## config.mk

```make
export PLATFORM = sky130hd
export DESIGN_NAME = dma_frame_scheduler_flat
export DESIGN_NICKNAME = d
export VERILOG_FILES = /design/src/rtl/dma_frame_scheduler_pkg.sv /design/src/rtl/dma_frame_scheduler_if.sv /design/src/rtl/dma_frame_scheduler_watchdog.sv /design/src/rtl/dma_frame_scheduler.sv /design/src/flat_wrapper.sv
export SDC_FILE = /design/constraint.sdc
export NUM_CORES = 1
export LEC_CHECK = 0
export ABC_AREA = 1
export CAP_MARGIN = 20
export CORE_MARGIN = 2
export CORE_UTILIZATION = 40
export DETAILED_ROUTE_END_ITERATION = 12
export GPL_TIMING_DRIVEN = 1
export HOLD_SLACK_MARGIN = 0.06
export PLACE_DENSITY_LB_ADDON = 0.1
export SETUP_SLACK_MARGIN = 0.5
export SLEW_MARGIN = 25
export SYNTH_ARGS = -nofsm -noshare
export SYNTH_HDL_FRONTEND = slang
export SYNTH_SLANG_ARGS = --single-unit
```

## constraint.sdc

```tcl
create_clock -name m_axi_acp_aclk -period 2.55 [get_ports m_axi_acp_aclk]
set_clock_uncertainty 0.15 [all_clocks]
set_input_delay 0.3825 -clock m_axi_acp_aclk [delete_from_list [all_inputs] [get_ports m_axi_acp_aclk]]
set_output_delay 0.3825 -clock m_axi_acp_aclk [all_outputs]
set_load 0.02 [all_outputs]
```

## src/rtl/dma_frame_scheduler_pkg.sv

```systemverilog
// ============================================================================
// dma_frame_scheduler_pkg : shared types and constants for the frame scheduler
// Revision: 1.0
// ============================================================================
`default_nettype none

package dma_frame_scheduler_pkg;

   typedef enum logic [2:0] {
      S_IDLE       = 3'd0,
      S_PRE_RST    = 3'd1,
      S_LAUNCH     = 3'd2,
      S_WAIT_START = 3'd3,
      S_WAIT_DONE  = 3'd4,
      S_NEXT       = 3'd5,
      S_DONE       = 3'd6,
      S_ERR        = 3'd7
   } state_e;

   localparam logic [1:0] RESP_OKAY   = 2'b00;
   localparam logic [1:0] RESP_SLVERR = 2'b10;
   localparam logic [1:0] RESP_DECERR = 2'b11;

   localparam int ERR_RD = 0;
   localparam int ERR_WR = 1;
   localparam int ERR_TO = 2;

   localparam int WD_W = 24;

   typedef struct packed {
      logic        rd_en;
      logic        wr_en;
      logic [31:0] src_base0;
      logic [31:0] src_base1;
      logic [31:0] dst_base0;
      logic [31:0] dst_base1;
      logic [15:0] frame_count;
   } frame_cfg_t;

   function automatic logic resp_is_err(input logic [1:0] resp);
      logic err;
      case (resp)
         RESP_OKAY:                err = 1'b0;
         RESP_SLVERR, RESP_DECERR: err = 1'b1;
         default:                  err = 1'b0;
      endcase
      return err;
   endfunction

endpackage

`default_nettype wire

```

## src/rtl/dma_frame_scheduler_if.sv

```systemverilog
// ============================================================================
// dma_frame_scheduler_if : control/status link between scheduler and DMA engine
// Revision: 1.0
// ============================================================================
`default_nettype none

interface dma_frame_scheduler_if;
   logic        dma_resetn;
   logic        read_active;
   logic        write_active;
   logic [31:0] read_address;
   logic [31:0] write_address;
   logic        read_idle;
   logic        write_idle;
   logic [3:0]  rw_resp;

   modport master (
      output dma_resetn, read_active, write_active, read_address, write_address,
      input  read_idle, write_idle, rw_resp
   );

   modport slave (
      input  dma_resetn, read_active, write_active, read_address, write_address,
      output read_idle, write_idle, rw_resp
   );
endinterface

`default_nettype wire

```

## src/rtl/dma_frame_scheduler_watchdog.sv

```systemverilog
// ============================================================================
// dma_watchdog : clearable saturating cycle counter with limit-reached flag
// Revision: 1.0
// ============================================================================
`default_nettype none

module dma_watchdog
   import dma_frame_scheduler_pkg::*;
#(
   parameter int WIDTH = WD_W
) (
   input  logic             clk,
   input  logic             rst_n,
   input  logic             clr,
   input  logic             en,
   input  logic [WIDTH-1:0] limit,
   output logic             expire
);

   logic [WIDTH-1:0] cnt_q, cnt_d;

   always_comb begin
      cnt_d = cnt_q;
      if (clr)
         cnt_d = '0;
      else if (en && !(&cnt_q))
         cnt_d = cnt_q + WIDTH'(1);
   end

   // High on the enabled cycle whose count brings the total to the limit
   assign expire = en && (({1'b0, cnt_q} + (WIDTH+1)'(1)) >= {1'b0, limit});

   always_ff @(posedge clk or negedge rst_n) begin
      if (!rst_n)
         cnt_q <= '0;
      else
         cnt_q <= cnt_d;
   end

endmodule

`default_nettype wire

```

## src/rtl/dma_frame_scheduler.sv

```systemverilog
// ============================================================================
// dma_frame_scheduler : per-frame reset/launch/wait sequencer for the ACP DMA
// Revision: 1.0
// ============================================================================
`default_nettype none

module dma_frame_scheduler
   import dma_frame_scheduler_pkg::*;
#(
   parameter int              RST_CYCLES = 2,
   parameter logic [WD_W-1:0] TIMEOUT    = 24'd4_000_000,
   parameter int              START_WIN  = 4
) (
   input  logic                  m_axi_acp_aclk,
   input  logic                  axi_resetn,
   input  logic                  cfg_rd_en,
   input  logic                  cfg_wr_en,
   input  logic [31:0]           cfg_src_base0,
   input  logic [31:0]           cfg_src_base1,
   input  logic [31:0]           cfg_dst_base0,
   input  logic [31:0]           cfg_dst_base1,
   input  logic [15:0]           cfg_frame_count,
   input  logic                  start,
   input  logic                  abort,
   output logic                  busy,
   output logic                  done_irq,
   output logic                  err_irq,
   output logic [15:0]           frames_done,
   output logic [2:0]            err_code,
   dma_frame_scheduler_if.master dma
);

   localparam logic [15:0]     RST_LAST    = 16'(RST_CYCLES - 1);
   localparam logic [WD_W-1:0] START_LIMIT = WD_W'(START_WIN);

   state_e      state_q, state_d;
   frame_cfg_t  cfg_q, cfg_d;
   logic        buf_sel_q, buf_sel_d;
   logic [15:0] rst_cnt_q, rst_cnt_d;
   logic        abort_pend_q, abort_pend_d;
   logic        busy_q, busy_d;
   logic        done_irq_q, done_irq_d;
   logic        err_irq_q, err_irq_d;
   logic [15:0] frames_done_q, frames_done_d;
   logic [2:0]  err_code_q, err_code_d;
   logic        dma_resetn_q, dma_resetn_d;
   logic        read_active_q, read_active_d;
   logic        write_active_q, write_active_d;
   logic [31:0] read_address_q, read_address_d;
   logic [31:0] write_address_q, write_address_d;

   logic all_idle, all_started;
   logic wd_clr, start_expire, frame_expire;

   assign all_idle    = (!cfg_q.rd_en || dma.read_idle)  && (!cfg_q.wr_en || dma.write_idle);
   assign all_started = (!cfg_q.rd_en || !dma.read_idle) && (!cfg_q.wr_en || !dma.write_idle);

   // Both windows restart on the way into WAIT_START, which is only reached from LAUNCH
   assign wd_clr = (state_q == S_LAUNCH);

   dma_watchdog #(.WIDTH(WD_W)) u_start_wd (
      .clk    (m_axi_acp_aclk),
      .rst_n  (axi_resetn),
      .clr    (wd_clr),
      .en     (state_q == S_WAIT_START),
      .limit  (START_LIMIT),
      .expire (start_expire)
   );

   dma_watchdog #(.WIDTH(WD_W)) u_frame_wd (
      .clk    (m_axi_acp_aclk),
      .rst_n  (axi_resetn),
      .clr    (wd_clr),
      .en     (state_q == S_WAIT_DONE),
      .limit  (TIMEOUT),
      .expire (frame_expire)
   );

   always_comb begin
      state_d         = state_q;
      cfg_d           = cfg_q;
      buf_sel_d       = buf_sel_q;
      rst_cnt_d       = rst_cnt_q;
      abort_pend_d    = abort_pend_q;
      busy_d          = busy_q;
      done_irq_d      = 1'b0;
      err_irq_d       = 1'b0;
      frames_done_d   = frames_done_q;
      err_code_d      = err_code_q;
      dma_resetn_d    = dma_resetn_q;
      read_active_d   = 1'b0;
      write_active_d  = 1'b0;
      read_address_d  = read_address_q;
      write_address_d = write_address_q;

      if (abort && busy_q)
         abort_pend_d = 1'b1;

      unique case (state_q)
         S_IDLE: begin
            dma_resetn_d = 1'b1;
            busy_d       = 1'b0;
            if (start && (cfg_rd_en || cfg_wr_en)) begin
               cfg_d         = '{rd_en: cfg_rd_en, wr_en: cfg_wr_en,
                                 src_base0: cfg_src_base0, src_base1: cfg_src_base1,
                                 dst_base0: cfg_dst_base0, dst_base1: cfg_dst_base1,
                                 frame_count: cfg_frame_count};
               frames_done_d = '0;
               err_code_d    = '0;
               buf_sel_d     = 1'b0;
               abort_pend_d  = 1'b0;
               busy_d        = 1'b1;
               dma_resetn_d  = 1'b0;
               rst_cnt_d     = '0;
               state_d       = S_PRE_RST;
            end
         end
         S_PRE_RST: begin
            if (rst_cnt_q == RST_LAST) begin
               dma_resetn_d    = 1'b1;
               read_active_d   = cfg_q.rd_en;
               write_active_d  = cfg_q.wr_en;
               read_address_d  = buf_sel_q ? cfg_q.src_base1 : cfg_q.src_base0;
               write_address_d = buf_sel_q ? cfg_q.dst_base1 : cfg_q.dst_base0;
               state_d         = S_LAUNCH;
            end else begin
               rst_cnt_d = rst_cnt_q + 16'd1;
            end
         end
         S_LAUNCH: begin
            state_d = S_WAIT_START;
         end
         S_WAIT_START: begin
            if (all_started) begin
               state_d = S_WAIT_DONE;
            end else if (start_expire) begin
               err_code_d[ERR_TO] = 1'b1;
               err_irq_d          = 1'b1;
               state_d            = S_ERR;
            end
         end
         S_WAIT_DONE: begin
            if (cfg_q.rd_en && resp_is_err(dma.rw_resp[3:2]))
               err_code_d[ERR_RD] = 1'b1;
            if (cfg_q.wr_en && resp_is_err(dma.rw_resp[1:0]))
               err_code_d[ERR_WR] = 1'b1;
            // Uses this cycle's responses so a late error still beats completion
            if (frame_expire) begin
               err_code_d[ERR_TO] = 1'b1;
               err_irq_d          = 1'b1;
               state_d            = S_ERR;
            end else if (all_idle) begin
               if (err_code_d != 3'b000) begin
                  err_irq_d = 1'b1;
                  state_d   = S_ERR;
               end else begin
                  state_d = S_NEXT;
               end
            end
         end
         S_NEXT: begin
            frames_done_d = frames_done_q + 16'd1;
            buf_sel_d     = !buf_sel_q;
            if (abort_pend_q ||
                ((cfg_q.frame_count != 16'd0) && ((frames_done_q + 16'd1) == cfg_q.frame_count))) begin
               done_irq_d = 1'b1;
               state_d    = S_DONE;
            end else begin
               dma_resetn_d = 1'b0;
               rst_cnt_d    = '0;
               state_d      = S_PRE_RST;
            end
         end
         S_DONE, S_ERR: begin
            busy_d       = 1'b0;
            abort_pend_d = 1'b0;
            state_d      = S_IDLE;
         end
         default: begin
            state_d = S_IDLE;
         end
      endcase
   end

   always_ff @(posedge m_axi_acp_aclk or negedge axi_resetn) begin
      if (!axi_resetn) begin
         state_q         <= S_IDLE;
         cfg_q           <= '0;
         buf_sel_q       <= 1'b0;
         rst_cnt_q       <= '0;
         abort_pend_q    <= 1'b0;
         busy_q          <= 1'b0;
         done_irq_q      <= 1'b0;
         err_irq_q       <= 1'b0;
         frames_done_q   <= '0;
         err_code_q      <= '0;
         dma_resetn_q    <= 1'b0;
         read_active_q   <= 1'b0;
         write_active_q  <= 1'b0;
         read_address_q  <= '0;
         write_address_q <= '0;
      end else begin
         state_q         <= state_d;
         cfg_q           <= cfg_d;
         buf_sel_q       <= buf_sel_d;
         rst_cnt_q       <= rst_cnt_d;
         abort_pend_q    <= abort_pend_d;
         busy_q          <= busy_d;
         done_irq_q      <= done_irq_d;
         err_irq_q       <= err_irq_d;
         frames_done_q   <= frames_done_d;
         err_code_q      <= err_code_d;
         dma_resetn_q    <= dma_resetn_d;
         read_active_q   <= read_active_d;
         write_active_q  <= write_active_d;
         read_address_q  <= read_address_d;
         write_address_q <= write_address_d;
      end
   end

   assign busy              = busy_q;
   assign done_irq          = done_irq_q;
   assign err_irq           = err_irq_q;
   assign frames_done       = frames_done_q;
   assign err_code          = err_code_q;
   assign dma.dma_resetn    = dma_resetn_q;
   assign dma.read_active   = read_active_q;
   assign dma.write_active  = write_active_q;
   assign dma.read_address  = read_address_q;
   assign dma.write_address = write_address_q;

endmodule

`default_nettype wire

```

## src/flat_wrapper.sv

```systemverilog
// flat-port wrapper written by rule: the top's interface ports become plain ports
module dma_frame_scheduler_flat import dma_frame_scheduler_pkg::*;
#(
   parameter int              RST_CYCLES = 2,
   parameter logic [WD_W-1:0] TIMEOUT    = 24'd4_000_000,
   parameter int              START_WIN  = 4
)
  (m_axi_acp_aclk, axi_resetn, cfg_rd_en, cfg_wr_en, cfg_src_base0, cfg_src_base1, cfg_dst_base0, cfg_dst_base1, cfg_frame_count, start, abort, busy, done_irq, err_irq, frames_done, err_code, dma_dma_resetn, dma_read_active, dma_write_active, dma_read_address, dma_write_address, dma_read_idle, dma_write_idle, dma_rw_resp);
  dma_frame_scheduler_if dma_i ();
  input  logic m_axi_acp_aclk;
  input  logic axi_resetn;
  input  logic cfg_rd_en;
  input  logic cfg_wr_en;
  input  logic [31:0] cfg_src_base0;
  input  logic [31:0] cfg_src_base1;
  input  logic [31:0] cfg_dst_base0;
  input  logic [31:0] cfg_dst_base1;
  input  logic [15:0] cfg_frame_count;
  input  logic start;
  input  logic abort;
  output logic busy;
  output logic done_irq;
  output logic err_irq;
  output logic [15:0] frames_done;
  output logic [2:0] err_code;
  output wire logic [$bits(dma_i.dma_resetn)-1:0] dma_dma_resetn;
  output wire logic [$bits(dma_i.read_active)-1:0] dma_read_active;
  output wire logic [$bits(dma_i.write_active)-1:0] dma_write_active;
  output wire logic [$bits(dma_i.read_address)-1:0] dma_read_address;
  output wire logic [$bits(dma_i.write_address)-1:0] dma_write_address;
  input wire logic [$bits(dma_i.read_idle)-1:0] dma_read_idle;
  input wire logic [$bits(dma_i.write_idle)-1:0] dma_write_idle;
  input wire logic [$bits(dma_i.rw_resp)-1:0] dma_rw_resp;
  assign dma_dma_resetn = dma_i.dma_resetn;
  assign dma_read_active = dma_i.read_active;
  assign dma_write_active = dma_i.write_active;
  assign dma_read_address = dma_i.read_address;
  assign dma_write_address = dma_i.write_address;
  assign dma_i.read_idle = dma_read_idle;
  assign dma_i.write_idle = dma_write_idle;
  assign dma_i.rw_resp = dma_rw_resp;
  dma_frame_scheduler #(.RST_CYCLES(RST_CYCLES), .TIMEOUT(TIMEOUT), .START_WIN(START_WIN)) u_core (.m_axi_acp_aclk(m_axi_acp_aclk), .axi_resetn(axi_resetn), .cfg_rd_en(cfg_rd_en), .cfg_wr_en(cfg_wr_en), .cfg_src_base0(cfg_src_base0), .cfg_src_base1(cfg_src_base1), .cfg_dst_base0(cfg_dst_base0), .cfg_dst_base1(cfg_dst_base1), .cfg_frame_count(cfg_frame_count), .start(start), .abort(abort), .busy(busy), .done_irq(done_irq), .err_irq(err_irq), .frames_done(frames_done), .err_code(err_code), .dma(dma_i));
endmodule
```

==> flow_results.xml, run 1 <==
<?xml version="1.0" encoding="UTF-8"?>
<metrics>
  <group name="grt">
    <metric name="grt_pass1_vias" unit="">12800</metric>
    <metric name="grt_pass1_wl" unit="mm">66.1</metric>
    <metric name="gr-usage-all-layers" unit="%">21.4</metric>
    <metric name="largest_net_degree_at_the_start_of_global_routing" unit="">129</metric>
    <metric name="antenna_found_initial" unit="">2</metric>
    <metric name="grt_overflow" unit="">0</metric>
  </group>
  <group name="cells_and_area">
    <metric name="multi_input_comb_area" unit="sq um">7130</metric>
    <metric name="num-nets-final" unit="">2331</metric>
    <metric name="antenna-diode-count" unit="">0</metric>
    <metric name="n_fill_cell" unit="">3241</metric>
    <metric name="fin_cells" unit="">2658</metric>
    <metric name="sequential_cell_area" unit="sq um">7630</metric>
    <metric name="area_delta_synth_final" unit="%">42.5</metric>
    <metric name="utilization" unit="%">58.2</metric>
    <metric name="final_layout_size_suffix_gt1_share" unit="%">19.5</metric>
  </group>
  <group name="power">
    <metric name="power.leakage" unit="nW">9.93</metric>
    <metric name="power_density_over_the_cells" unit="nW/um^2">1000</metric>
    <metric name="vdd.ir_drop.worst" unit="V">0.000480</metric>
    <metric name="design_power_total" unit="mW">20.8</metric>
  </group>
  <group name="setup_path">
    <metric name="crit_slowest_cell" unit="">dfrtp_1</metric>
    <metric name="critical_path.cell_chain" unit="">nand2_2 &gt; nor2_4 &gt; nand2_2 &gt; nor2_2 &gt; nand3_1 &gt; nand2_1 &gt; nand2_1 &gt; nand3_1 &gt; nor2_1 &gt; nand2_1 &gt; nand2_2 &gt; nand2_4 &gt; nand3_4 &gt; buf_12 &gt; nand2_2 &gt; o21ai_2</metric>
    <metric name="cp_class" unit="">reg -&gt; reg</metric>
    <metric name="timing.critical_path.to_type" unit="">register</metric>
    <metric name="cp_common_cell" unit="">nand2_2</metric>
    <metric name="cp.arrival" unit="ns">2.67</metric>
    <metric name="crit_path_max_fanout" unit="">8</metric>
    <metric name="cp-start-kind" unit="">register</metric>
    <metric name="cp_data_required_time" unit="ns">2.82</metric>
    <metric name="critPathMaxStageDelay" unit="ns">0.46</metric>
  </group>
  <group name="synthesis">
    <metric name="synth.top_cell.area_share" unit="%">52.1</metric>
    <metric name="postSynthRegisterBits" unit="">304</metric>
    <metric name="yosysMostFrequentCell" unit="">nand2_1</metric>
    <metric name="synth.top_cells.by_count" unit="">nand2_1 (747), dfrtp_1 (304), o21ai_0 (130)</metric>
    <metric name="netlist_top_cells_area" unit="">dfrtp_1 (52%), nand2_1 (19%), o21ai_0 (4.5%)</metric>
    <metric name="syn_inst" unit="">1823</metric>
    <metric name="synth_largest_area_cell" unit="">dfrtp_1</metric>
    <metric name="ys_seq_area_share" unit="%">52.1</metric>
    <metric name="synth.net_count" unit="">1984</metric>
    <metric name="summed_instance_area_of_the_synthesized_netlist" unit="sq um">14600</metric>
    <metric name="share_of_synthesized_registers_carrying_an_async_set_or_reset" unit="%">100</metric>
    <metric name="synth_warn" unit="">0</metric>
    <metric name="synth_edf_count" unit="">0</metric>
    <metric name="synth_ff_type" unit="">dfrtp_1</metric>
    <metric name="synth.lib_cells_used.distinct" unit="">38</metric>
    <metric name="mapped_avg_cell_area" unit="sq um">8.01</metric>
  </group>
  <group name="detailed_routing">
    <metric name="vias_per_cell" unit="">4.99</metric>
    <metric name="drc" unit="">0</metric>
    <metric name="route.detailed.wl_per_inst" unit="um">16.7</metric>
    <metric name="drt_pass1_iterations" unit="">5</metric>
    <metric name="detail_route.wirelength" unit="mm">44.4</metric>
    <metric name="vias" unit="">13300</metric>
    <metric name="route.antenna.remaining_nets" unit="">0</metric>
    <metric name="drt-initial-drc-count" unit="">783</metric>
  </group>
  <group name="flow_run">
    <metric name="drv.max_cap_violation_count" unit="">0</metric>
  </group>
  <group name="sta">
    <metric name="worst-slew-pin-transition" unit="ns">0.652</metric>
    <metric name="final-max-slew-violation-count" unit="">0</metric>
    <metric name="setup_repair_after_global_routing_missed_its_margin" unit="">yes</metric>
    <metric name="fin_crit_sh" unit="%">94.1</metric>
    <metric name="clock.fmax" unit="MHz">417</metric>
    <metric name="finalSetupViolations" unit="">0</metric>
    <metric name="hold_ws" unit="ns">0.229</metric>
    <metric name="post_layout_min_period" unit="ns">2.40</metric>
    <metric name="final_hold_viol_count" unit="">0</metric>
    <metric name="maxSlewHeadroom" unit="%">56.5</metric>
  </group>
  <group name="floorplanning">
    <metric name="start_util" unit="%">40.8</metric>
    <metric name="placeableCoreArea" unit="sq um">35700</metric>
    <metric name="io_pins" unit="">245</metric>
    <metric name="die_w" unit="um">195</metric>
    <metric name="dieHeight" unit="um">195</metric>
    <metric name="placementRows" unit="">69</metric>
    <metric name="floorplan.die_area" unit="sq um">38000</metric>
  </group>
  <group name="cts">
    <metric name="numCtsBuffers" unit="">36</metric>
    <metric name="htree_levels" unit="">2</metric>
    <metric name="cts.path.max_buffers" unit="">3</metric>
    <metric name="cts_tree" unit="">done</metric>
    <metric name="cts_root_buf" unit="">clkbuf_16</metric>
    <metric name="insertion_delay" unit="ns">0.54</metric>
    <metric name="clk_pin_slew" unit="ns">0.06</metric>
    <metric name="cts.sink_count" unit="">304</metric>
  </group>
  <group name="place">
    <metric name="detailed_place_hpwl" unit="mm">27.2</metric>
    <metric name="post-place-cells" unit="">2509</metric>
    <metric name="routabilityCongestion" unit="">0.882</metric>
    <metric name="io_buffers" unit="">242</metric>
  </group>
  <group name="min_path">
    <metric name="timing.hold.worst.class" unit="">in -&gt; reg</metric>
  </group>
  <group name="status">
    <metric name="status" unit="">finished clean</metric>
  </group>
</metrics>
-- cell families (layout without fill, tap and decap cells) --
logic type,count (synthesis),in the layout,synth area share [%]
compound gates,186,186,6.83
mux,59,59,4.05
buf+inv,196,570,5.19
flops,304,304,52.1
simple gates,1039,1039,29.3
fa+ha+maj,5,5,0.429
xor+xnor,34,34,2.04
-- per-layer routing --
layer  global-route usage [%]  up-vias  routed length (um)
met2                     34.6      335               20700
met1                     27.7     6314               19300
met3                     6.84       91                3180
met5                        0        -                  27
li1                         -     6531                   -
met4                     6.14        4                1280
-- state kept, by name, indices dropped and copies added, names as in the netlist, 3 cells and up --
| name | flops |
|---|---|
| u_core.dma.write_address | 32 |
| u_core.err_code | 3 |
| u_core.frames_done | 16 |
| u_core.state_q | 3 |
| u_core.rst_cnt_q | 16 |
| u_core.dma.read_address | 32 |
| u_core.cfg_q | 146 |
| u_core.u_start_wd.cnt_q | 24 |
| u_core.u_frame_wd.cnt_q | 24 |
-- cell type report --
cell class / instances / share of cell area [%]
flip-flops and latches: 304 / 36.7
multi-input cells: 1323 / 34.3
repair buffers: 369 / 17.8
clock buffers: 56 / 5.32
well taps: 461 / 2.77
inverters: 135 / 2.53
clock inverters: 9 / 0.620
repair inverters: 1 / 0.0421
-- worst paths after layout --
kind,from,endpoint,slack [ns],cells past startpoint
setup / recovery,u_core.frames_done[5],u_core.rst_cnt_q[15],0.15,16
hold / removal,cfg_src_base1[6],u_core.cfg_q[86],0.23,3
setup reg to reg,u_core.frames_done[5],u_core.rst_cnt_q[15],0.15,16
hold reg to reg,u_core.cfg_q[95],u_core.cfg_q[95],0.31,2
max in group asynchronous,axi_resetn,u_core.buf_sel_q,1.21,3
min in group asynchronous,axi_resetn,u_core.u_frame_wd.cnt_q[21],0.28,2
-- metrics by stage --
stage	setup WS [ns]	area (sq um)	TNS, ns
after global routing	-0.0233	20800	-0.0636
after detailed placement	0.0358	17900	0
after CTS	0.179	19600	0
final	0.152	20800	0
after global placement	0.0795	17900	0
after floorplan	0.369	14700	0
-- what timing repair did --
action | in CTS | in global routing
endpoints found under the setup margin | 197 | 146
hold endpoints to repair | 65 | 0
gates resized for setup | 131 | 251
buffers inserted | 41 | 29
pin swaps | 26 | 45
hold buffers | 1 | 0
gates cloned | 2 | 11
-- worst max-delay path: cells and delay by family (launching register included) --
kind / cells / cell delay, ns
simple gates: 14 / 1.44
flops: 1 / 0.46
buf+inv: 1 / 0.18
compound gates: 1 / 0.05
-- placed cells by master (no fill, tap or decap), types with 18 or more instances in the layout --
| master | instances |
|---|---|
| buf_4 | 91 |
| nand4_1 | 20 |
| o21ai_1 | 39 |
| nand2_2 | 62 |
| nand3_1 | 77 |
| inv_1 | 117 |
| dlygate4sd2_1 | 76 |
| nand3_2 | 18 |
| nor2_1 | 81 |
| o21ai_0 | 77 |
| xor2_1 | 26 |
| nor2_4 | 30 |
| dfrtp_1 | 289 |
| nand2_1 | 691 |
| clkdlybuf4s50_1 | 161 |
| mux2i_1 | 59 |
| o21ai_2 | 30 |
| clkbuf_16 | 46 |
-- report_power, final --
group	leakage (nW)	switching, mW	internal (mW)
combinational	5.40	4.68	3.22
clock	0.612	2.09	3.22
sequential	3.92	1.08	6.56
total	9.93	7.84	13.0
Power figures use the tool's default switching activity.
==> inputs of run 2 (changes only) <==
==> constraint.sdc (replaced) <==
create_clock -name m_axi_acp_aclk -period 2.55 [get_ports m_axi_acp_aclk]
set_clock_uncertainty 0.15 [all_clocks]
set_input_delay 0.3825 -clock m_axi_acp_aclk [delete_from_list [all_inputs] [get_ports m_axi_acp_aclk]]
set_output_delay 0.3825 -clock m_axi_acp_aclk [all_outputs]
set_load 0.01 [all_outputs]
==> flow_results.xml, run 2 (synthesized netlist as in run 1, its figures left out) <==
<?xml version="1.0" encoding="UTF-8"?>
<metrics>
  <group name="cells_and_area">
    <metric name="largest-register" unit="">u_core.cfg_q</metric>
    <metric name="final_layout_size_suffix_gt1_share" unit="%">18.3</metric>
    <metric name="area_delta_synth_final" unit="%">41.3</metric>
    <metric name="num-nets-final" unit="">2315</metric>
    <metric name="largest_register_ff_count" unit="">146</metric>
    <metric name="layout_commonest_cell" unit="">nand2_1</metric>
    <metric name="most-common-layout-cells" unit="">nand2_1 (681), dfrtp_1 (290), clkdlybuf4s50_1 (208)</metric>
    <metric name="utilization" unit="%">57.7</metric>
  </group>
  <group name="sta">
    <metric name="worst-slew-pin-transition" unit="ns">0.506</metric>
    <metric name="fin_crit_sh" unit="%">94.0</metric>
    <metric name="final_hold_viol_count" unit="">0</metric>
    <metric name="hold_ws" unit="ns">0.231</metric>
    <metric name="finalSetupViolations" unit="">0</metric>
    <metric name="worst_slack" unit="ns">0.152</metric>
    <metric name="final-max-slew-violation-count" unit="">0</metric>
    <metric name="setup_repair_after_global_routing_missed_its_margin" unit="">yes</metric>
    <metric name="post_layout_min_period" unit="ns">2.40</metric>
    <metric name="maxSlewHeadroom" unit="%">66.3</metric>
    <metric name="clock.fmax" unit="MHz">417</metric>
  </group>
  <group name="detailed_routing">
    <metric name="vias" unit="">13200</metric>
    <metric name="drt_pass1_iterations" unit="">5</metric>
    <metric name="drc" unit="">0</metric>
    <metric name="route.detailed.wl_per_inst" unit="um">16.0</metric>
    <metric name="route.antenna.remaining_nets" unit="">0</metric>
    <metric name="vias_per_cell" unit="">4.98</metric>
    <metric name="drt-initial-drc-count" unit="">657</metric>
    <metric name="detail_route.wirelength" unit="mm">42.2</metric>
  </group>
  <group name="setup_path">
    <metric name="timing.rr.end" unit="">u_core.state_q[0]</metric>
    <metric name="timing.reg2reg.worst_path_depth" unit="">17</metric>
    <metric name="crit_slowest_cell" unit="">dfrtp_2</metric>
    <metric name="timing.critical_path.to_type" unit="">register</metric>
    <metric name="critPathBufInv" unit="">3</metric>
    <metric name="cp_num_cells" unit="">17</metric>
    <metric name="critical_path.endpoint" unit="">u_core.state_q[0]</metric>
    <metric name="cp_data_required_time" unit="ns">2.82</metric>
    <metric name="rrSetupSlack" unit="ns">0.15</metric>
    <metric name="worst_path_dominant_cell_family" unit="">simple AND/OR/NAND/NOR gates</metric>
    <metric name="cp-start-kind" unit="">register</metric>
    <metric name="critPathMaxStageDelay" unit="ns">0.41</metric>
    <metric name="cp.arrival" unit="ns">2.67</metric>
    <metric name="cp_class" unit="">reg -&gt; reg</metric>
    <metric name="critical_path.reg2reg.startpoint" unit="">u_core.u_start_wd.cnt_q[1]</metric>
    <metric name="critical_path.cell_chain" unit="">ha_4 &gt; nand2_2 &gt; nor2_2 &gt; nand2_2 &gt; buf_4 &gt; nor2_1 &gt; nor2_1 &gt; nor2_1 &gt; nand4_1 &gt; nor2_2 &gt; nand3_2 &gt; nand2_2 &gt; inv_2 &gt; nand2_2 &gt; inv_2 &gt; nand2_1 &gt; nand2_1</metric>
    <metric name="crit_path_max_fanout" unit="">4</metric>
    <metric name="setup.worst_path.start" unit="">u_core.u_start_wd.cnt_q[1]</metric>
    <metric name="cp_common_cell" unit="">nand2_2</metric>
  </group>
  <group name="power">
    <metric name="power.leakage" unit="nW">9.77</metric>
    <metric name="vdd.ir_drop.worst" unit="V">0.000523</metric>
    <metric name="power_density_over_the_cells" unit="nW/um^2">994</metric>
  </group>
  <group name="floorplanning">
    <metric name="io_pins" unit="">245</metric>
    <metric name="floorplan.die_area" unit="sq um">38000</metric>
    <metric name="dieHeight" unit="um">195</metric>
    <metric name="placementRows" unit="">69</metric>
    <metric name="start_util" unit="%">40.8</metric>
    <metric name="die_w" unit="um">195</metric>
    <metric name="placeableCoreArea" unit="sq um">35700</metric>
  </group>
  <group name="cts">
    <metric name="clk_pin_slew" unit="ns">0.06</metric>
    <metric name="cts.sink_count" unit="">304</metric>
    <metric name="numCtsBuffers" unit="">36</metric>
    <metric name="insertion_delay" unit="ns">0.53</metric>
    <metric name="cts_root_buf" unit="">clkbuf_16</metric>
    <metric name="cts_tree" unit="">done</metric>
    <metric name="htree_levels" unit="">2</metric>
    <metric name="cts.path.max_buffers" unit="">3</metric>
  </group>
  <group name="grt">
    <metric name="largest_net_degree_at_the_start_of_global_routing" unit="">101</metric>
    <metric name="grt_overflow" unit="">0</metric>
    <metric name="grt_pass1_wl" unit="mm">67.1</metric>
    <metric name="grt_pass1_vias" unit="">13200</metric>
    <metric name="antenna_found_initial" unit="">5</metric>
    <metric name="gr-usage-all-layers" unit="%">21.7</metric>
  </group>
  <group name="status">
    <metric name="status" unit="">finished clean</metric>
  </group>
  <group name="place">
    <metric name="detailed_place_hpwl" unit="mm">28.3</metric>
    <metric name="io_buffers" unit="">242</metric>
    <metric name="routabilityCongestion" unit="">0.907</metric>
    <metric name="detailedPlace.worstSlack" unit="ns">0.0383</metric>
  </group>
  <group name="min_path">
    <metric name="timing.hold.worst.class" unit="">in -&gt; reg</metric>
    <metric name="min_from" unit="">cfg_dst_base1[25]</metric>
  </group>
  <group name="flow_run">
    <metric name="drv.max_cap_violation_count" unit="">0</metric>
  </group>
</metrics>
## run 2: cell types whose count changed in the layout (fill, tap and decap cells not counted), moves of 10 or more
cell and delta:
clkdlybuf4s50_1 +47, nand2_1 -10, o21ai_1 -16, buf_6 +17, o21ai_0 +24, dlygate4sd2_1 -58, buf_4 -27
## run 2: cell type report
type                    count  area (sq um)
diodes                      2          5.00
fillers                  3273         15100
multi-input cells        1323          7050
well taps                 461           577
repair buffers            353          3610
inverters                 135           539
clock inverters             9           135
clock buffers              53          1070
flip-flops and latches    304          7630
repair inverters            1          16.3
## run 2: power by group
group / internal, mW / switching [mW]
Sequential: 6.57 / 1.12
Clock: 3.11 / 2.05
Combinational: 3.47 / 4.17
Total: 13.2 / 7.34
## run 2: timing repair
item / in CTS / in global routing
resized for setup: 132 / 193
setup buffers: 44 / 8
gates cloned: 2 / 2
pin swaps: 43 / 65
endpoints found under the setup margin: 98 / 151
hold buffers: 1 / 0
endpoints found under the hold margin: 66 / 0
## run 2: through the flow
step           total power [mW]  TNS [ns]  instances  cell area, sq um
4_1_cts                    20.2         0       2629             20000
2_1_floorplan              11.3         0       1823             14600
3_5_place_dp               14.5         0       2520             18000
5_1_grt                    21.9   -0.0363       2640             20600
6_report                   20.5         0       2641             20600
3_3_place_gp               14.4         0       2520             18000
## run 2: how the worst min path moves through the flow
stage / cells past startpoint / slack [ns] / endpoint
2_1_floorplan: 0 / -0.06 / u_core.abort_pend_q
3_3_place_gp: 1 / 0.21 / u_core.u_frame_wd.cnt_q[22]
3_5_place_dp: 1 / 0.21 / u_core.u_frame_wd.cnt_q[22]
4_1_cts: 3 / 0.21 / u_core.cfg_q[70]
5_1_grt: 3 / 0.22 / u_core.cfg_q[22]
6_report: 3 / 0.23 / u_core.cfg_q[41]
## run 2: routing by layer
layer / wire, um / vias to the layer above / GRT usage [%]
li1: - / 6487 / -
met5: 27 / - / 0
met3: 2440 / 93 / 5.85
met2: 19800 / 263 / 35.8
met4: 1320 / 4 / 7.69
met1: 18600 / 6312 / 27.6
## run 2: worst reg2reg max path, stage by stage (launching register included)
cell and delay (ns):
dfrtp_2 0.41, ha_4 0.16, nand2_2 0.05, nor2_2 0.09, nand2_2 0.11, buf_4 0.16
nor2_1 0.10, nor2_1 0.05, nor2_1 0.26, nand4_1 0.17, nor2_2 0.17, nand3_2 0.11
nand2_2 0.08, inv_2 0.03, nand2_2 0.07, inv_2 0.04, nand2_1 0.05, nand2_1 0.05
==> inputs of run 3 (changes only) <==
--- a/config.mk
+++ b/config.mk
@@ -17,4 +17,5 @@
 export SLEW_MARGIN = 25
 export SYNTH_ARGS = -nofsm -noshare
 export SYNTH_HDL_FRONTEND = slang
+export SYNTH_HIERARCHICAL = 1
 export SYNTH_SLANG_ARGS = --single-unit
==> flow_results.xml, run 3 <==
<?xml version="1.0" encoding="UTF-8"?>
<metrics>
  <group name="status">
    <metric name="status" unit="">finished with violations</metric>
    <metric name="failed_checks" unit="">setup timing</metric>
  </group>
  <group name="setup_path">
    <metric name="cp-start-kind" unit="">register</metric>
    <metric name="critPathBufInv" unit="">4</metric>
    <metric name="cp.arrival" unit="ns">3.36</metric>
    <metric name="cp_common_cell" unit="">nand2_1</metric>
    <metric name="crit_slowest_cell" unit="">dfrtp_1</metric>
    <metric name="worst_path_dominant_cell_family" unit="">simple AND/OR/NAND/NOR gates</metric>
    <metric name="cp_class" unit="">reg -&gt; reg</metric>
    <metric name="cp_data_required_time" unit="ns">2.86</metric>
    <metric name="critPathMaxStageDelay" unit="ns">0.41</metric>
    <metric name="timing.critical_path.to_type" unit="">register</metric>
    <metric name="crit_path_max_fanout" unit="">5</metric>
  </group>
  <group name="detailed_routing">
    <metric name="route.antenna.remaining_nets" unit="">0</metric>
    <metric name="drc" unit="">0</metric>
    <metric name="route.detailed.wl_per_inst" unit="um">16.3</metric>
    <metric name="drt_pass1_iterations" unit="">5</metric>
    <metric name="vias" unit="">14500</metric>
    <metric name="vias_per_cell" unit="">4.77</metric>
    <metric name="detail_route.wirelength" unit="mm">49.5</metric>
    <metric name="drt-initial-drc-count" unit="">731</metric>
  </group>
  <group name="synthesis">
    <metric name="postSynthRegisterBits" unit="">304</metric>
    <metric name="yosysMostFrequentCell" unit="">nand2_1</metric>
    <metric name="syn_inst" unit="">2032</metric>
    <metric name="synth.lib_cells_used.distinct" unit="">46</metric>
    <metric name="mapped_avg_cell_area" unit="sq um">7.83</metric>
    <metric name="synth_ff_type" unit="">dfrtp_1</metric>
    <metric name="synth_warn" unit="">6</metric>
    <metric name="synth.top_cells.by_count" unit="">nand2_1 (828), dfrtp_1 (304), inv_1 (212)</metric>
    <metric name="summed_instance_area_of_the_synthesized_netlist" unit="sq um">15900</metric>
    <metric name="synth_largest_area_cell" unit="">dfrtp_1</metric>
    <metric name="share_of_synthesized_registers_carrying_an_async_set_or_reset" unit="%">100</metric>
    <metric name="ys_seq_area_share" unit="%">47.8</metric>
    <metric name="netlist_top_cells_area" unit="">dfrtp_1 (48%), nand2_1 (20%), inv_1 (5.0%)</metric>
    <metric name="synth.top_cell.area_share" unit="%">47.8</metric>
    <metric name="synth_edf_count" unit="">0</metric>
  </group>
  <group name="cells_and_area">
    <metric name="largest_register_ff_count" unit="">146</metric>
    <metric name="largest-register" unit="">u_core/cfg_q</metric>
    <metric name="most-common-layout-cells" unit="">nand2_1 (740), dfrtp_1 (288), inv_1 (204)</metric>
    <metric name="utilization" unit="%">59.1</metric>
    <metric name="area_delta_synth_final" unit="%">46.7</metric>
    <metric name="layout_commonest_cell" unit="">nand2_1</metric>
    <metric name="n_fill_cell" unit="">3557</metric>
    <metric name="num-nets-final" unit="">2692</metric>
    <metric name="final_layout_size_suffix_gt1_share" unit="%">20.4</metric>
  </group>
  <group name="power">
    <metric name="power.leakage" unit="nW">12.1</metric>
    <metric name="vdd.ir_drop.worst" unit="V">0.000670</metric>
    <metric name="power_density_over_the_cells" unit="nW/um^2">977</metric>
  </group>
  <group name="sta">
    <metric name="worst_slack" unit="ns">-0.501</metric>
    <metric name="post_layout_min_period" unit="ns">3.05</metric>
    <metric name="hold_ws" unit="ns">0.219</metric>
    <metric name="setup_repair_after_global_routing_missed_its_margin" unit="">yes</metric>
    <metric name="totalNegativeSetupSlack" unit="ns">-2.23</metric>
    <metric name="fin_crit_sh" unit="%">120</metric>
    <metric name="clock.fmax" unit="MHz">328</metric>
    <metric name="final_hold_viol_count" unit="">0</metric>
    <metric name="maxSlewHeadroom" unit="%">41.9</metric>
    <metric name="worst-slew-pin-transition" unit="ns">0.865</metric>
    <metric name="final-max-slew-violation-count" unit="">0</metric>
    <metric name="finalSetupViolations" unit="">5</metric>
  </group>
  <group name="cts">
    <metric name="cts_root_buf" unit="">clkbuf_16</metric>
    <metric name="cts.sink_count" unit="">304</metric>
    <metric name="insertion_delay" unit="ns">0.54</metric>
    <metric name="numCtsBuffers" unit="">37</metric>
    <metric name="cts.path.max_buffers" unit="">3</metric>
    <metric name="cts_tree" unit="">done</metric>
    <metric name="htree_levels" unit="">2</metric>
    <metric name="clk_pin_slew" unit="ns">0.06</metric>
  </group>
  <group name="place">
    <metric name="routabilityCongestion" unit="">0.876</metric>
    <metric name="detailed_place_hpwl" unit="mm">31.3</metric>
    <metric name="io_buffers" unit="">242</metric>
    <metric name="detailedPlace.worstSlack" unit="ns">-0.666</metric>
  </group>
  <group name="floorplanning">
    <metric name="placeableCoreArea" unit="sq um">39500</metric>
    <metric name="start_util" unit="%">40.3</metric>
    <metric name="floorplan.die_area" unit="sq um">41400</metric>
    <metric name="placementRows" unit="">73</metric>
    <metric name="die_w" unit="um">203</metric>
    <metric name="io_pins" unit="">245</metric>
    <metric name="dieHeight" unit="um">203</metric>
  </group>
  <group name="grt">
    <metric name="gr-usage-all-layers" unit="%">23.5</metric>
    <metric name="grt_pass1_vias" unit="">14600</metric>
    <metric name="largest_net_degree_at_the_start_of_global_routing" unit="">75</metric>
    <metric name="grt_pass1_wl" unit="mm">77.1</metric>
    <metric name="antenna_found_initial" unit="">8</metric>
    <metric name="grt_overflow" unit="">0</metric>
  </group>
  <group name="flow_run">
    <metric name="drv.max_cap_violation_count" unit="">0</metric>
  </group>
  <group name="min_path">
    <metric name="timing.hold.worst.class" unit="">in -&gt; async</metric>
  </group>
</metrics>
## run 3: cell families after synthesis
family | share of synthesized area [%]
and+or+nand+nor | 28.7
DFF | 47.8
buffers and inverters | 7.05
AOI/OAI and AO/OA | 6.40
muxes | 3.90
adders and majority gates | 4.17
xor gates and xnor gates | 1.93
other | 0.0472
## run 3: per-stage QoR
step | cells | total power, mW | cell area, sq um
floorplan | 2078 | 11.8 | 16100
global placement | 2909 | 14.5 | 20000
finish | 3039 | 22.8 | 23300
CTS | 3021 | 22.2 | 22500
global route | 3039 | 24.2 | 23300
detailed placement | 2909 | 14.6 | 20000
## run 3: layout make-up
cell class	count	area, sq um	share of cell area [%]
multi-input cells	1496	8380	35.9
flip-flops and latches	304	7630	32.7
repair buffers	425	4480	19.2
clock buffers	51	1060	4.54
inverters	218	848	3.64
well taps	525	657	2.82
clock inverters	16	255	1.09
repair inverters	1	16.3	0.0697
diodes	3	7.51	0.0322
## run 3: repair_timing
| action | in CTS | in global routing |
|---|---|---|
| hold endpoints to repair | 55 | 0 |
| pin swaps | 51 | 45 |
| cloned | 17 | 4 |
| resized for setup | 258 | 181 |
| hold buffers | 1 | 0 |
| setup buffers | 27 | 11 |
| endpoints found under the setup margin | 133 | 205 |
## run 3: routing by layer
metal / GRT usage [%] / vias up / part of all wire [%]
met5: 0 / - / 0.14
met4: 6.10 / 10 / 1.7
met3: 6.42 / 68 / 6.6
met2: 39.2 / 296 / 48
met1: 30.1 / 6880 / 43
li1: - / 7254 / -
## run 3: final timing paths
check,end,slack [ns],depth (start not counted),startpoint
worst max-delay path,u_core/state_q[0],-0.50,25,u_core/u_start_wd/cnt_q[1]
worst min-delay path,u_core/u_frame_wd/cnt_q[10],0.22,2,axi_resetn
worst max register to register,u_core/state_q[0],-0.50,25,u_core/u_start_wd/cnt_q[1]
worst min register to register,u_core/cfg_q[126],0.32,2,u_core/cfg_q[126]
max in group asynchronous,u_core/frames_done[5],1.20,3,axi_resetn
min in group m_axi_acp_aclk,u_core/cfg_q[82],0.22,3,cfg_src_base1[2]
## run 3: worst register-to-register path, stage by stage, from the launching register on
cell and delay (ns):
dfrtp_1 0.41, ha_4 0.17, nand3_4 0.07, nor2_4 0.22, nand2_4 0.09, nor2_4 0.18, nand2_2 0.09, xor2_2 0.17
inv_2 0.07, ha_4 0.27, nand2_2 0.04, inv_2 0.07, nand2_1 0.06, nand2_1 0.07, a21oi_2 0.06, nand2_1 0.05
nand2_1 0.05, nand2_1 0.05, nor2_1 0.04, nor2_1 0.10, inv_2 0.07, nand2_2 0.07, nand4_1 0.11, inv_2 0.09
nor2_1 0.04, a31oi_1 0.13
## run 3: report_power, final
group          switching (mW)  internal (mW)
clock                    2.15           3.53
sequential               1.29           6.54
combinational            5.18           4.10
